===== config.mk =====
export PLATFORM = sky130hd
export DESIGN_NAME = fc_neuron_feeder_flat
export DESIGN_NICKNAME = d
export VERILOG_FILES = /design/src/rtl/fc_neuron_feeder_if.sv /design/src/rtl/fc_neuron_feeder.sv /design/src/flat_wrapper.sv
export SDC_FILE = /design/constraint.sdc
export NUM_CORES = 1
export LEC_CHECK = 0
export CAP_MARGIN = 10
export CORE_MARGIN = 2
export CORE_UTILIZATION = 50
export CTS_CLUSTER_SIZE = 40
export DETAILED_ROUTE_END_ITERATION = 10
export PLACE_DENSITY = 0.82
export SYNTH_ARGS = -nofsm -noshare
export SYNTH_HDL_FRONTEND = slang
export SYNTH_SLANG_ARGS = --single-unit

===== constraint.sdc =====
create_clock -name clk -period 13 [get_ports clk]
set_input_delay 2.6 -clock clk [delete_from_list [all_inputs] [get_ports clk]]
set_output_delay 2.6 -clock clk [all_outputs]
set_load 0.05 [all_outputs]

===== src/rtl/fc_neuron_feeder_if.sv =====
// fc_neuron_feeder_if
// Bundles the byte-stream input, the vectors presented to the FC neuron, the
// neuron result return path and the result handshake.
//   slave  : feeder side (consumes stream, drives neuron vectors and result)
//   master : environment side (drives stream and neuron result, takes result)
interface fc_neuron_feeder_if #(
    parameter int JOB_CNT_W = 16
);
    logic                 in_valid;
    logic                 in_ready;
    logic [7:0]           in_data;
    logic [7:0][7:0]      pooled_pixel_array;
    logic [63:0]          weight;
    logic [7:0]           neuron_result;
    logic                 out_valid;
    logic                 out_ready;
    logic [7:0]           out_data;
    logic [JOB_CNT_W-1:0] job_count;

    modport slave (
        input  in_valid, in_data, neuron_result, out_ready,
        output in_ready, pooled_pixel_array, weight, out_valid, out_data, job_count
    );

    modport master (
        output in_valid, in_data, neuron_result, out_ready,
        input  in_ready, pooled_pixel_array, weight, out_valid, out_data, job_count
    );
endinterface


===== src/rtl/fc_neuron_feeder.sv =====
// fc_neuron_feeder
// Collects 8 pixel bytes then 8 weight bytes from a byte stream, presents them
// to an external FC neuron, waits for the neuron's registered sum, captures it
// and offers it on a valid/ready result port. Counts completed jobs.
// Ports:
//   clk  : clock, all state on posedge
//   rst  : asynchronous active-high reset
//   bus  : fc_neuron_feeder_if.slave (stream in, neuron vectors, result out,
//          job_count)
module fc_neuron_feeder #(
    parameter int JOB_CNT_W = 16
) (
    input  logic               clk,
    input  logic               rst,
    fc_neuron_feeder_if.slave  bus
);
    typedef enum logic [1:0] {LOAD, SETTLE, CAPTURE, OUT} state_t;

    state_t               r_state;
    state_t               w_next;
    logic [3:0]           r_idx;
    logic [7:0][7:0]      r_pix;
    logic [63:0]          r_wgt;
    logic [7:0]           r_out;
    logic [JOB_CNT_W-1:0] r_jobs;
    logic                 w_accept;
    logic                 w_done;

    assign w_accept = (r_state == LOAD) && bus.in_valid;
    assign w_done   = (r_state == OUT) && bus.out_ready;

    always_comb begin
        w_next = r_state;
        case (r_state)
            LOAD:    if (w_accept && r_idx == 4'd15) w_next = SETTLE;
            // one cycle for the neuron to register its sum
            SETTLE:  w_next = CAPTURE;
            CAPTURE: w_next = OUT;
            OUT:     if (bus.out_ready) w_next = LOAD;
            default: w_next = LOAD;
        endcase
    end

    always_ff @(posedge clk or posedge rst) begin
        if (rst) begin
            r_state <= LOAD;
            r_idx   <= '0;
            r_pix   <= '0;
            r_wgt   <= '0;
            r_out   <= '0;
            r_jobs  <= '0;
        end else begin
            r_state <= w_next;
            if (w_accept) begin
                // 4-bit index wraps 15 -> 0 at end of job
                r_idx <= r_idx + 4'd1;
                if (!r_idx[3]) r_pix[r_idx[2:0]] <= bus.in_data;
                else           r_wgt[{r_idx[2:0], 3'b000} +: 8] <= bus.in_data;
            end
            if (r_state == CAPTURE) r_out <= bus.neuron_result;
            if (w_done) r_jobs <= r_jobs + JOB_CNT_W'(1);
        end
    end

    assign bus.in_ready           = (r_state == LOAD);
    assign bus.out_valid          = (r_state == OUT);
    assign bus.out_data           = r_out;
    assign bus.pooled_pixel_array = r_pix;
    assign bus.weight             = r_wgt;
    assign bus.job_count          = r_jobs;
endmodule

===== src/flat_wrapper.sv =====
// flat-port wrapper written by rule: the top's interface ports become plain ports
module fc_neuron_feeder_flat 
#(
    parameter int JOB_CNT_W = 16
)
  (clk, rst, bus_in_valid, bus_in_data, bus_neuron_result, bus_out_ready, bus_in_ready, bus_pooled_pixel_array, bus_weight, bus_out_valid, bus_out_data, bus_job_count);
  fc_neuron_feeder_if #(.JOB_CNT_W(JOB_CNT_W)) bus_i ();
  input  logic clk;
  input  logic rst;
  input wire logic [$bits(bus_i.in_valid)-1:0] bus_in_valid;
  input wire logic [$bits(bus_i.in_data)-1:0] bus_in_data;
  input wire logic [$bits(bus_i.neuron_result)-1:0] bus_neuron_result;
  input wire logic [$bits(bus_i.out_ready)-1:0] bus_out_ready;
  output wire logic [$bits(bus_i.in_ready)-1:0] bus_in_ready;
  output wire logic [$bits(bus_i.pooled_pixel_array)-1:0] bus_pooled_pixel_array;
  output wire logic [$bits(bus_i.weight)-1:0] bus_weight;
  output wire logic [$bits(bus_i.out_valid)-1:0] bus_out_valid;
  output wire logic [$bits(bus_i.out_data)-1:0] bus_out_data;
  output wire logic [$bits(bus_i.job_count)-1:0] bus_job_count;
  assign bus_i.in_valid = bus_in_valid;
  assign bus_i.in_data = bus_in_data;
  assign bus_i.neuron_result = bus_neuron_result;
  assign bus_i.out_ready = bus_out_ready;
  assign bus_in_ready = bus_i.in_ready;
  assign bus_pooled_pixel_array = bus_i.pooled_pixel_array;
  assign bus_weight = bus_i.weight;
  assign bus_out_valid = bus_i.out_valid;
  assign bus_out_data = bus_i.out_data;
  assign bus_job_count = bus_i.job_count;
  fc_neuron_feeder #(.JOB_CNT_W(JOB_CNT_W)) u_core (.clk(clk), .rst(rst), .bus(bus_i));
endmodule

==> metrics.md <==
| Metric | Value |
|---|---|
| CTS H-Tree Depth | `4` |
| Setup Viol. Count Final | `0` |
| RSZ-0062 raised after global routing | `no` |
| Clock buffers created by TritonCTS | `17` |
| IO buf count | `173` |
| Worst Clk Skew | `5.425 ps` |
| Vias in the first global route | `4578` |
| Period utilisation layout | `37.37%` |
| Post-detailed-route via-to-cell ratio | `5.264` |
| Storage cell area | `3954 um2` |
| Biggest area contributors in the synthesized netlist | `sky130_fd_sc_hd__dfrtp_1, sky130_fd_sc_hd__mux2_2, sky130_fd_sc_hd__ha_1, sky130_fd_sc_hd__and2_1, sky130_fd_sc_hd__xnor2_1` |
| Arrival time worst endpoint | `2260 ps` |
| Area fraction in and, or, nand and nor cells after synthesis | `9.249%` |
| Cell type contributing the most total cell area after synthesis | `sky130_fd_sc_hd__dfrtp_1` |
| Die extent in y | `118.6 um` |
| Register-to-register setup slack | `9790 ps` |
| Placed insts | `781` |
| Gp weighted congestion | `0.7650` |
| Wire length of the first global-routing pass | `25200 um` |
| Sequential share of the synthesized area | `60.26%` |
| Number of nets in the layout | `659` |
| Clock transition at the register clock pins on the worst setup and hold paths after CTS | `60 ps` |
| Net count after synthesis | `485` |
| IO Pins | `174` |
| Hold buffer count at CTS | `0` |
| Final core area utilization | `71.60%` |
| Worst slew pin tran | `1111 ps` |
| Share of cell area taken by muxes after synthesis | `23.00%` |
| Sum Neg Setup Slack | `0 ps` |
| Top-area cell type share of the netlist area | `60.26%` |
| Ratio of cells with drive above 1 in the final layout | `29.02%` |
| Number of buffers added for setup after CTS | `0` |
| Largest delay contributor family on the critical path | `buffers and inverters` |
| Crit path buf inv count | `2` |
| Root Driver | `sky130_fd_sc_hd__clkbuf_16` |
| Synthesized area per cell | `14.45 um2` |
| Insertion delay to the later sink of the worst-skew pair | `420 ps` |
| Area share of xor/xnor cells in the synthesized design | `2.403%` |
| Clock tree from TritonCTS | `done` |
| Sum of net half-perimeters after detailed placement | `10780 um` |
| Worst slew slack as a fraction of its limit | `25.91%` |
| Status | `finished clean` |
| Fin cells | `813` |
| Filler cell count | `899` |
| Fraction of the mapped netlist area in compound gates | `1.163%` |
| Starting density of the core | `51.57%` |
| Global router's overall resource usage | `23.22%` |
| Max-capacitance violation count | `0` |
| Iteration count of the initial detailed-routing pass | `4` |
| Class of the most critical setup path | `register to output port` |
| Final hold violations | `0` |
| Setup crit end kind | `output port` |
| Flops & latches, synth | `158` |
| Initial antenna violation count | `0` |
| # diodes | `0` |
| Number of clock sinks | `158` |
| Total of warnings raised by yosys | `0` |
| Area Growth Syn to Fin | `38.83%` |
| Minimum period implied by the final worst setup slack | `4859 ps` |
| Routed WL per cell | `19.00 um` |
| DRC Markers | `0` |
| Setup WS pre-CTS | `8273 ps` |
| Dominant combinational cell family by area after synthesis | `multiplexers` |
| Die ar. | `14060 um2` |
| Startpoint types | `register` |
| Upper clock frequency limit | `205.8 MHz` |
| Maximum root-to-sink buffer count | `2` |
| Crit path cell chain | `inv_1 -> ha_1 -> clkdlybuf4s50_1` |
| Slowest-stage cell, CP | `sky130_fd_sc_hd__clkdlybuf4s50_1` |
| Synth Cell Area | `6561 um2` |
| Number of standard cells after synthesis | `454` |
| Pin count of the biggest net entering global routing | `92` |
| Maximum net fanout on the critical path | `11` |
| Setup WS post-layout | `8141 ps` |
| Pins over their slew limit | `0` |
| Post-cts gate resize count | `0` |
| Final global-route overflow total | `0` |
| Post-synthesis cell type count | `35` |
| Die width | `118.6 um` |
| Number of vias after detailed routing | `4280` |
| Routed Wire Length | `15440 um` |
| Class of the tightest hold or removal check | `register to register` |
| Area of the multi-input gates | `2487 um2` |
| DRT antenna net count | `0` |
| Core area | `12720 um2` |
| Data required time of the critical path | `10400 ps` |
| Adder-cell share of the synthesized area | `2.098%` |
| Initial DRC Count | `204` |
| Longest individual stage delay on the worst path | `920 ps` |
| FP Rows | `41` |
==> worst register-to-register path, stage by stage, from the launching register on <==
cell	delay (ps)
sky130_fd_sc_hd__dfrtp_1	690
sky130_fd_sc_hd__inv_1	250
sky130_fd_sc_hd__ha_1	280
sky130_fd_sc_hd__ha_1	500
sky130_fd_sc_hd__o31ai_2	200
sky130_fd_sc_hd__or4_1	750
sky130_fd_sc_hd__mux2_4	410
==> flip-flops by register name, summed over array words and instances (netlist names) <==
| signal | cells |
|---|---|
| u_core.bus.pooled_pixel_array | 64 |
| u_core.bus.weight | 64 |
| u_core.bus.job_count | 16 |
| u_core.bus.out_data | 8 |
| u_core.r_idx | 4 |
| u_core.r_state | 2 |
==> cell usage after synthesis (all sizes together) <==
library cell  number
dfrtp            158
mux2             133
nand2             25
and2              20
nand3             13
xnor2             13
ha                11
and3              10
clkbuf            10
buf                9
nor2               9
o21ai              8
inv                6
nor3               6
nand4              5
xor2               5
nor2b              3
nor3b              3
a21oi              1
and2b              1
and4bb             1
nand4b             1
nor4               1
o31ai              1
or4                1
==> cell families (layout without fill, tap and decap cells) <==
kind of cell	count (synthesis)	count (layout)
flip-flops	158	158
multiplexers	133	133
AO/OA/AOI/OAI	10	10
buffers and inverters	25	212
adder cells (fa/ha/maj)	11	11
AND/OR/NAND/NOR	99	99
XOR/XNOR	18	18
==> layer usage <==
| layer | vias to the layer above | share of wire, % | track usage, % |
|---|---|---|---|
| met3 | 21 | 6.5 | 6.998 |
| li1 | 1937 | - | - |
| met4 | 0 | 2.1 | 7.961 |
| met1 | 2177 | 42 | 29.18 |
| met5 | - | 0 | 0 |
| met2 | 145 | 50 | 38.33 |
==> layout by cell type, fill, tap and decap left out, drive strengths merged, types with 2 or more instances in the layout <==
cell	n
bufinv	5
nand2	25
xnor2	13
clkinvlp	2
ha	11
and3	10
xor2	5
nor2	9
nor2b	3
clkbuf	24
inv	7
nand4	5
o21ai	8
dfrtp	158
nor3b	3
mux2	133
nor3	6
clkdlybuf4s50	173
nand3	13
and2	20
==> final timing paths <==
kind,startpoint,to,cells past startpoint
setup / recovery,u_core.r_state[0],bus_in_ready,3
hold / removal,u_core.bus.job_count[15],u_core.bus.job_count[15],1
setup reg to reg,u_core.r_idx[0],u_core.bus.weight[39],6
hold reg to reg,u_core.bus.job_count[15],u_core.bus.job_count[15],1
max in group asynchronous,rst,u_core.bus.weight[60],3
min in group asynchronous,rst,u_core.bus.job_count[15],2
==> cell type report <==
| cell class | instances | share of cell area (%) |
|---|---|---|
| repair buffers | 174 | 19.09 |
| multi-input cells | 271 | 27.31 |
| clock buffers | 24 | 5.618 |
| inverters | 6 | 0.3022 |
| clock inverters | 8 | 1.909 |
| well taps | 172 | 2.363 |
| flip-flops and latches | 158 | 43.41 |
==> stage by stage <==
step	area [um2]	hold slack, ps
after floorplan	6561	562.5
after global placement	8423	463.1
after detailed placement	8423	468.0
after CTS	9109	479.1
after global routing	9109	506.9
final	9109	473.3
Power is left out: the tool's default activity adds up to more than one toggle a clock period on the data nets, which glitch-free logic cannot reach.
